[src/rtl/fifo_pkg.sv]
// Shared async-FIFO definitions used by both the write-side and read-side pointer blocks.
// Holds the default geometry, depth derivation and Gray/binary conversion helpers.
package fifo_pkg;

    localparam int ADDR_SIZE_DEFAULT    = 3;
    localparam int AFULL_THRESH_DEFAULT = 6;

    function automatic int depth_of(input int addr_size);
        return 1 << addr_size;
    endfunction

    // Operands are zero-extended; the leading zeros leave both conversions unchanged.
    function automatic logic [31:0] bin2gray(input logic [31:0] b);
        return b ^ (b >> 1);
    endfunction

    function automatic logic [31:0] gray2bin(input logic [31:0] g);
        logic [31:0] b;
        b[31] = g[31];
        for (int i = 30; i >= 0; i--) begin
            b[i] = b[i+1] ^ g[i];
        end
        return b;
    endfunction

endpackage

[src/rtl/gray2bin.sv]
// Combinational Gray-to-binary converter.
// Each binary bit is the XOR of all Gray bits at or above it.
module gray2bin #(
    parameter int W = 4
) (
    input  logic [W-1:0] gray,
    output logic [W-1:0] bin
);

    generate
        for (genvar gi = 0; gi < W; gi++) begin : g_bit
            assign bin[gi] = ^gray[W-1:gi];
        end
    endgenerate

endmodule

[src/rtl/fifo_wptr_full.sv]
// Write-domain pointer and flag logic of the async FIFO.
// Flags come from the read pointer after synchronization, so they may overstate fill but never understate it.
module fifo_wptr_full
    import fifo_pkg::*;
#(
    parameter int ADDR_SIZE    = ADDR_SIZE_DEFAULT,
    parameter int AFULL_THRESH = AFULL_THRESH_DEFAULT
) (
    input  logic                 clk,
    input  logic                 rst_n,
    input  logic                 wr_en,
    input  logic [ADDR_SIZE:0]   wq2_rptr,
    input  logic                 ovf_clr,
    output logic                 wclken,
    output logic [ADDR_SIZE-1:0] waddr,
    output logic [ADDR_SIZE:0]   wptr,
    output logic                 wfull,
    output logic                 walmost_full,
    output logic [ADDR_SIZE:0]   wlevel,
    output logic                 wovf
);

    localparam int PW    = ADDR_SIZE + 1;
    localparam int DEPTH = depth_of(ADDR_SIZE);
    localparam logic [PW-1:0] AFULL_LVL =
        PW'((AFULL_THRESH > DEPTH) ? DEPTH : AFULL_THRESH);

    logic [PW-1:0] wbin_reg;
    logic [PW-1:0] wbin_next;
    logic [PW-1:0] wgray_next;
    logic [PW-1:0] rbin_sync;
    logic [PW-1:0] level_next;
    logic          full_next;

    gray2bin #(.W(PW)) u_rptr_bin (
        .gray (wq2_rptr),
        .bin  (rbin_sync)
    );

    assign wclken     = wr_en & ~wfull;
    assign waddr      = wbin_reg[ADDR_SIZE-1:0];
    assign wbin_next  = wbin_reg + {{(PW-1){1'b0}}, wclken};
    assign wgray_next = (wbin_next >> 1) ^ wbin_next;
    assign level_next = wbin_next - rbin_sync;

    // Full when the write pointer has lapped the read pointer: top two Gray bits inverted, rest equal.
    assign full_next = (wgray_next == {~wq2_rptr[PW-1:PW-2], wq2_rptr[PW-3:0]});

    always_ff @(posedge clk) begin
        if (!rst_n) begin
            wbin_reg     <= '0;
            wptr         <= '0;
            wfull        <= 1'b0;
            walmost_full <= 1'b0;
            wlevel       <= '0;
            wovf         <= 1'b0;
        end else begin
            wbin_reg     <= wbin_next;
            wptr         <= wgray_next;
            wfull        <= full_next;
            wlevel       <= level_next;
            walmost_full <= (level_next >= AFULL_LVL);
            // A dropped write outranks a simultaneous clear so no overflow is ever lost.
            if (wr_en && wfull) begin
                wovf <= 1'b1;
            end else if (ovf_clr) begin
                wovf <= 1'b0;
            end
        end
    end

endmodule

[config.mk]
export PLATFORM = sky130hd
export DESIGN_NAME = fifo_wptr_full
export DESIGN_NICKNAME = d
export VERILOG_FILES = /design/src/rtl/fifo_pkg.sv /design/src/rtl/gray2bin.sv /design/src/rtl/fifo_wptr_full.sv
export SDC_FILE = /design/constraint.sdc
export NUM_CORES = 1
export LEC_CHECK = 0
export CORE_MARGIN = 4
export CORE_UTILIZATION = 45
export CTS_CLUSTER_SIZE = 12
export DETAILED_ROUTE_END_ITERATION = 8
export PLACE_DENSITY = 0.8
export SYNTH_ARGS = -nofsm -noshare
export SYNTH_HDL_FRONTEND = slang
export SYNTH_SLANG_ARGS = --single-unit
[constraint.sdc]
create_clock -name clk -period 4.1 [get_ports clk]
set_input_delay 0.41 -clock clk [delete_from_list [all_inputs] [get_ports clk]]
set_output_delay 0.41 -clock clk [all_outputs]
set_load 0.02 [all_outputs]
==> impl_results.md, run 1 <==
- Post-cts repair resize count: 0
- Global-route wire length before repair: 2130 µm
- Share of post-route cells with drive strength above 1: 5.49%
- FF+latch count, synth: 14
- Final #Nets: 106
- Post-route DRC: 0
- Sum of negative setup slack: 0 ps
- Leading post-synthesis cells by cell area: sky130_fd_sc_hd__dfxtp_1, sky130_fd_sc_hd__xnor2_1, sky130_fd_sc_hd__xor2_1, sky130_fd_sc_hd__ha_1, sky130_fd_sc_hd__nor2_1
- # clock sinks: 14
- Worst Hold Depth: 2
- Combined flip-flop and latch cell area: 280 µm²
- Starting DRC count in detailed routing: 7
- Worst-case hold path end point: wovf
- Final critical path time including I/O delays and setup: 2440 ps
- Antenna violations before repair: 0
- IO Pins: 23
- Pin count of the biggest net entering global routing: 9
- Buffers added on ports: 22
- Initial cell density of the core: 48.8%
- Buffers inserted by post-CTS timing repair: 0
- Data arrival time of the critical path: 2630 ps
- Data required, critical path: 4280 ps
- Vias/cell: 4.59
- Placed insts: 102
- Worst max-slew margin expressed relative to the limit: 81.0%
- Post-layout power: 418 µW
- Run status: completed
- Setup slack of the worst register-to-register path: 1960 ps
- Buffers from clock root to sink, at most: 2
- Remaining number of nets flagged by the antenna check after routing: 0
- Die X: 45.8 µm
- Number of library cell types mapped by synthesis: 17
- Total congestion overflow: 0
- Multi-input gate area in the final layout: 340 µm²
- Type of element launching the critical path: input port
- Clock-pin transition on the worst setup and hold timing paths: 90 ps
- Drt total wl: 1330 µm
- Final weighted congestion in routability-driven placement: 0.795
- Total clock buffers created by CTS: 3
- Gate Count Post-Synth: 65
- Top cells by count, synth: sky130_fd_sc_hd__dfxtp_1, sky130_fd_sc_hd__xnor2_1, sky130_fd_sc_hd__xor2_1
- Worst hold start: wfull
- Antenna Cells: 0
- Worst hold-check path type: flop to flop
- Areal power density over the cells: 455 nW/µm²
- # setup viols final: 0
- Via count of the first global-routing pass: 469
- Number of slew-limit violations in the final report: 0
- CTS Root Buffer Type: sky130_fd_sc_hd__clkbuf_4
- Drt wl/cell: 12.5 µm
- Share of the synthesized area in the top cell type: 43.6%
- Clock insertion delay at the later pin of the skew report: 280 ps
- Post-synthesis sequential area ratio: 43.6%
- Critical path capture point type: flop
- Pre-antenna DRT Iters: 4
- R2r worst-path depth: 8
- FP Rows: 13
- Dominant cell type by area after synthesis: sky130_fd_sc_hd__dfxtp_1
- EDFF count, synth: 0
- Compound-Gate Fraction of Synth Area: 4.09%
- Count of placed standard cells in the final layout, fillers left out: 106
- Clock Skew: 5.77 ps
- Static leakage: 0.000403 µW
- Combinational family with the most area after synthesis: XOR/XNOR gates
- Global Route Usage Sum: 14.5%
- Highest ir drop seen on vdd: 0.293 mV
- Reported max-cap violation count: 0
- Maximum clock frequency: 409 MHz
- Hold slack final: 477 ps
- Final HPWL from detailed placement: 1100 µm
- Final hold vios: 0
- Source of the worst register-to-register timing path: wfull
- Via count: 487
- Yosys warns: 0
- Library cell with the highest instance count after synthesis: sky130_fd_sc_hd__dfxtp_1
- Die Span Y: 45.8 µm
- Multiplexer fraction of the synthesized cell area: 0%
- Dominant register cell in the synthesized netlist: sky130_fd_sc_hd__dfxtp_1
- Max FO, Critical Path: 4
- Worst r2r dst: walmost_full
- H-tree level count: 1
- Core area: 1320 µm²
- Final core utilization: 69.7%
- Share of synthesized cell area in and, or, nand and nor gates: 14.2%
- Fraction of the cycle the final worst path needs: 59.6%
- Synthesized area: 643 µm²
- Ys async rst share: 0%
- Layout area overhead: 42.8%
- Number of hold-repair buffers added at the cts stage: 0
- XOR/XNOR Fraction of Synth Area: 21.8%
- Die area: 2100 µm²
- Post-Synth Adder-Cell Area: 12.8%
- Post-synthesis average cell area: 9.89 µm²
- Unrepaired setup endpoints after global routing: false
- Post-Syn Nets: 79
- CP Class: input port to flop
- CTS tree: yes
- Fillers: 87
- Worst-Margin Slew: 284 ps
-- stage by stage --
step	setup slack [ps]	instance area, µm²
2_1_floorplan	1750	643
3_3_place_gp	1440	882
3_5_place_dp	1360	882
4_1_cts	1640	918
5_1_grt	1510	918
6_report	1660	918
-- where the power goes --
group / total, µW / switching, µW / internal, µW
Sequential: 162 / 6.19 / 156
Clock: 101 / 47.4 / 54.0
Combinational: 154 / 77.5 / 76.9
Total: 418 / 131 / 287
-- logic make-up after synthesis --
family / Yosys count
flip-flops: 14
adder cells (fa/ha/maj): 6
buffers and inverters: 6
AND/OR/NAND/NOR: 19
AO/OA/AOI/OAI: 4
XOR/XNOR: 16
-- routing by layer --
metal	global-route usage, %	part of all wire (%)	vias up
met5	0	0	-
met4	5.11	1.9	0
met3	3.95	6.8	4
met2	25.1	49	17
met1	16.9	42	209
li1	-	-	257
-- critical path: stages --
cell and delay (ps):
sky130_fd_sc_hd__clkdlybuf4s50_1 470, sky130_fd_sc_hd__nor2b_1 190, sky130_fd_sc_hd__ha_1 230, sky130_fd_sc_hd__ha_1 320, sky130_fd_sc_hd__ha_1 330, sky130_fd_sc_hd__a21o_1 160
sky130_fd_sc_hd__a21oi_1 180, sky130_fd_sc_hd__xor2_1 100, sky130_fd_sc_hd__a22o_1 240
-- cells in the final DEF, fill, tap and decap left out --
| cell type | synthesis | final |
|---|---|---|
| sky130_fd_sc_hd__and2_2 | 1 | 1 |
| sky130_fd_sc_hd__ha_1 | 5 | 5 |
| sky130_fd_sc_hd__nor2b_1 | 1 | 1 |
| sky130_fd_sc_hd__xor2_1 | 8 | 8 |
| sky130_fd_sc_hd__xnor2_1 | 8 | 8 |
| sky130_fd_sc_hd__a22o_1 | 1 | 1 |
| sky130_fd_sc_hd__inv_1 | 6 | 6 |
| sky130_fd_sc_hd__a21o_1 | 1 | 1 |
| sky130_fd_sc_hd__nand2_1 | 3 | 3 |
| sky130_fd_sc_hd__clkbuf_8 | 0 | 1 |
| sky130_fd_sc_hd__clkdlybuf4s50_1 | 0 | 22 |
| sky130_fd_sc_hd__dfxtp_1 | 14 | 14 |
| sky130_fd_sc_hd__nor3_1 | 1 | 1 |
| sky130_fd_sc_hd__nor2_1 | 7 | 7 |
| sky130_fd_sc_hd__fa_1 | 1 | 1 |
| sky130_fd_sc_hd__nand2b_1 | 1 | 1 |
| sky130_fd_sc_hd__a21oi_1 | 2 | 2 |
| sky130_fd_sc_hd__nand3_1 | 2 | 2 |
| sky130_fd_sc_hd__clkbuf_4 | 0 | 3 |
| sky130_fd_sc_hd__and2_1 | 3 | 3 |
-- final cells by class --
| type | count | share of cell area (%) |
|---|---|---|
| multi-input cells | 45 | 37.1 |
| repair buffers | 22 | 24.0 |
| clock buffers | 4 | 3.95 |
| inverters | 6 | 2.45 |
| well taps | 15 | 2.04 |
| flip-flops and latches | 14 | 30.5 |
-- worst max path at each step --
stage                     start            to  slack [ps]  cells past startpoint
after detailed placement  wr_en  walmost_full        1360                      9
final                     wr_en  walmost_full        1660                      9
after global routing      wr_en  walmost_full        1510                      9
after floorplan           wr_en  walmost_full        1750                      8
after CTS                 wr_en  walmost_full        1640                      9
after global placement    wr_en  walmost_full        1440                      9
(Power assumes the default switching activity.)
==> run 2: changes to the inputs <==
--- a/config.mk
+++ b/config.mk
@@ -6,10 +6,10 @@
 export NUM_CORES = 1
 export LEC_CHECK = 0
 export CORE_MARGIN = 4
-export CORE_UTILIZATION = 45
+export CORE_UTILIZATION = 42
 export CTS_CLUSTER_SIZE = 12
 export DETAILED_ROUTE_END_ITERATION = 8
-export PLACE_DENSITY = 0.8
+export PLACE_DENSITY = 0.76
 export SYNTH_ARGS = -nofsm -noshare
 export SYNTH_HDL_FRONTEND = slang
 export SYNTH_SLANG_ARGS = --single-unit
==> constraint.sdc (replaced) <==
create_clock -name clk -period 2.53 [get_ports clk]
set_input_delay 0.253 -clock clk [delete_from_list [all_inputs] [get_ports clk]]
set_output_delay 0.253 -clock clk [all_outputs]
set_load 0.02 [all_outputs]
==> run 2 against run 1 <==
Net effect:
- non-clock buffer count is 4 higher
- highest routed layer unchanged
- clock-buffer cell count stayed put
- largest cell class unchanged
- final cell count is 3.8% higher
==> impl_results.md, run 2 (same netlist as run 1, synthesis figures left out) <==
- Run status: completed
- Proportion of total power due to net switching: 30.6% (-0.75 points)
- Total clock buffers created by CTS: 3 (unchanged)
- Layout area overhead: 47.5%
- Vias/cell: 4.64 (+0.91%)
- Global-route wire length before repair: 2160 µm (+1.6%)
- Share of total power in sequential cells: 38.6% (-0.2 points)
- Die X: 47.1 µm (+2.9%)
- Final #Nets: 110 (+3.8%)
- R2r worst-path depth: 8 (unchanged)
- Share of total power in combinational logic: 38.4% (+1.4 points)
- Chain of cells forming the critical path: clkdlybuf4s50_1 -> nor2b_1 -> ha_1 -> ha_1 -> xor2_1 -> ha_1 -> a21oi_1 -> xor2_1 -> a22o_1
- Antenna Cells: 0 (unchanged)
- Antenna violations before repair: 0 (unchanged)
- Worst r2r dst: walmost_full
- Post-cts repair resize count: 0 (unchanged)
- Global Route Usage Sum: 14.6% (+0.13 points)
- Clock Skew: 7.10 ps (+1.32 ps)
- Data required, critical path: 2700 ps (-1580 ps)
- Clock-pin transition on the worst setup and hold timing paths: 80 ps (about the same)
- H-tree level count: 1 (unchanged)
- Critical path capture point type: flop
- Pin count of the biggest net entering global routing: 9 (unchanged)
- Areal power density over the cells: 718 nW/µm² (+58%)
- Worst path bufs/invs: 1 (unchanged)
- IO Pins: 23 (unchanged)
- Via count of the first global-routing pass: 484 (+3.2%)
- Unrepaired setup endpoints after global routing: false
- Reported max-cap violation count: 0 (unchanged)
- Buffers from clock root to sink, at most: 2 (unchanged)
- Slowest CP cell: sky130_fd_sc_hd__clkdlybuf4s50_1
- Drt wl/cell: 11.9 µm (-4.8%)
- Data arrival time of the critical path: 2390 ps (-240 ps)
- Post-route DRC: 0 (unchanged)
- Die area: 2220 µm² (+5.9%)
- Max FO, Critical Path: 3 (-1)
- Core area: 1370 µm² (+3.7%)
- Sum of negative setup slack: 0 ps (unchanged)
- Die Span Y: 47.1 µm (+2.9%)
- Leading cell type in the layout, fill and taps excluded: sky130_fd_sc_hd__clkdlybuf4s50_1
- Starting DRC count in detailed routing: 4 (-3)
- Remaining number of nets flagged by the antenna check after routing: 0 (unchanged)
- Drt total wl: 1310 µm (-1.2%)
- Worst Hold Depth: 2 (unchanged)
- Total congestion overflow: 0 (unchanged)
- Worst max-slew margin expressed relative to the limit: 79.9% (-1.1 points)
- Final hold vios: 0 (unchanged)
- Net switching power: 209 µW (+59%)
- Static leakage: 0.000424 µW (+5.1%)
- Number of slew-limit violations in the final report: 0 (unchanged)
- Final critical path time including I/O delays and setup: 2220 ps
- Maximum clock frequency: 451 MHz
- Share of post-route cells with drive strength above 1: 9.47% (+4.0 points)
- Commonest cells after routing, fill and taps aside: sky130_fd_sc_hd__clkdlybuf4s50_1, sky130_fd_sc_hd__dfxtp_1, sky130_fd_sc_hd__xor2_1, sky130_fd_sc_hd__xnor2_1, sky130_fd_sc_hd__nor2_1
- Buffers added on ports: 22 (unchanged)
- CP max stage delay: 470 ps (about the same)
- Via count: 510 (+4.7%)
- Highest ir drop seen on vdd: 0.429 mV (+46%)
- Fillers: 112 (+29%)
- Initial cell density of the core: 47.1% (-1.7 points)
- CP Class: input port to flop
- Hold slack final: 468 ps (-9.76 ps)
- Met2 capacity usage during global routing: 23.3% (-1.8 points)
- # clock sinks: 14 (unchanged)
- CTS Root Buffer Type: sky130_fd_sc_hd__clkbuf_4
- Worst hold-check path type: flop to flop
- Type of element launching the critical path: input port
- Worst hold start: wovf
- Setup slack of the worst register-to-register path: 450 ps (-1510 ps)
- Power share of the clock group: 23.1% (-1.2 points)
- Buffers inserted by post-CTS timing repair: 0 (unchanged)
- # setup viols final: 0 (unchanged)
- Worst-Margin Slew: 300 ps (+16.4 ps)
- Number of hold-repair buffers added at the cts stage: 0 (unchanged)
- Grt peak-use layer: met2
- Met1 layer usage reported by global route: 17.2% (+0.34 points)
- Fraction of met3 tracks used by global routing: 4.60% (+0.65 points)
- Internal portion of total power: 473 µW (+65%)
- FP Rows: 13 (unchanged)
- Clock insertion delay at the later pin of the skew report: 280 ps (about the same)
- Source of the worst register-to-register timing path: wfull
- CTS tree: yes
- Critical path's most frequent cell: sky130_fd_sc_hd__ha_1
- Fraction of the cycle the final worst path needs: 87.6%
- Pre-antenna DRT Iters: 4 (unchanged)
- Final weighted congestion in routability-driven placement: 0.816 (+2.6%)
- Final HPWL from detailed placement: 1100 µm (+0.57%)
- Worst-case hold path end point: wovf
- Largest delay share family, worst path: adder cells
## run 2: cell types whose count changed in the layout (fill, tap and decap cells not counted), sizes merged
| cell | delta |
|---|---|
| buf | +4 |
## run 2: worst max path at each step
| stage | from | endpoint | slack [ps] | cells after the start |
|---|---|---|---|---|
| after floorplan | wfull | walmost_full | 210 | 8 |
| after global placement | wr_en | walmost_full | 50 | 9 |
| after detailed placement | wr_en | walmost_full | 20 | 9 |
| after CTS | wr_en | walmost_full | 310 | 9 |
| after global routing | wr_en | walmost_full | 140 | 9 |
| final | wr_en | walmost_full | 310 | 9 |
## run 2: metal layers
| layer | part of all wire, % | routed length [µm] | vias up |
|---|---|---|---|
| met5 | 0 | 0 | - |
| met4 | 2.4 | 31 | 0 |
| met3 | 4.6 | 61 | 2 |
| met2 | 51 | 669 | 15 |
| met1 | 42 | 552 | 230 |
| li1 | - | - | 263 |
## run 2: power groups by stage
stage	Sequential, µW	Combinational [µW]	Clock [µW]
2_1_floorplan	310	109	0
3_5_place_dp	269	261	0
5_1_grt	266	286	175
4_1_cts	264	263	162
3_3_place_gp	268	257	0
6_report	263	261	157
## run 2: final cells by class
cell class                      instances  area, µm²  area share, %
Clock buffer                            4       36.3           3.83
Tap cell                               15       18.8           1.98
Sequential cell                        14        280           29.6
Multi-Input combinational cell         45        340           35.9
Timing Repair Buffer                   26        250           26.4
Inverter                                6       22.5           2.37
## run 2: tightest hold or removal path, delay by kind of cell (launching register included)
family,cells,cell delay [ps]
flops,1,310
simple gates,1,60
compound gates,1,50
## run 2: per-stage QoR
stage	total power, µW	util [%]	setup WS (ps)	std cells	instance area (µm²)
final	681	69.4	313	110	948
after global routing	727	69.4	143	110	948
after CTS	688	69.4	307	110	948
after detailed placement	530	66.8	23.5	106	912
after global placement	525	66.8	50.0	106	912
after floorplan	419	-	213	65	643
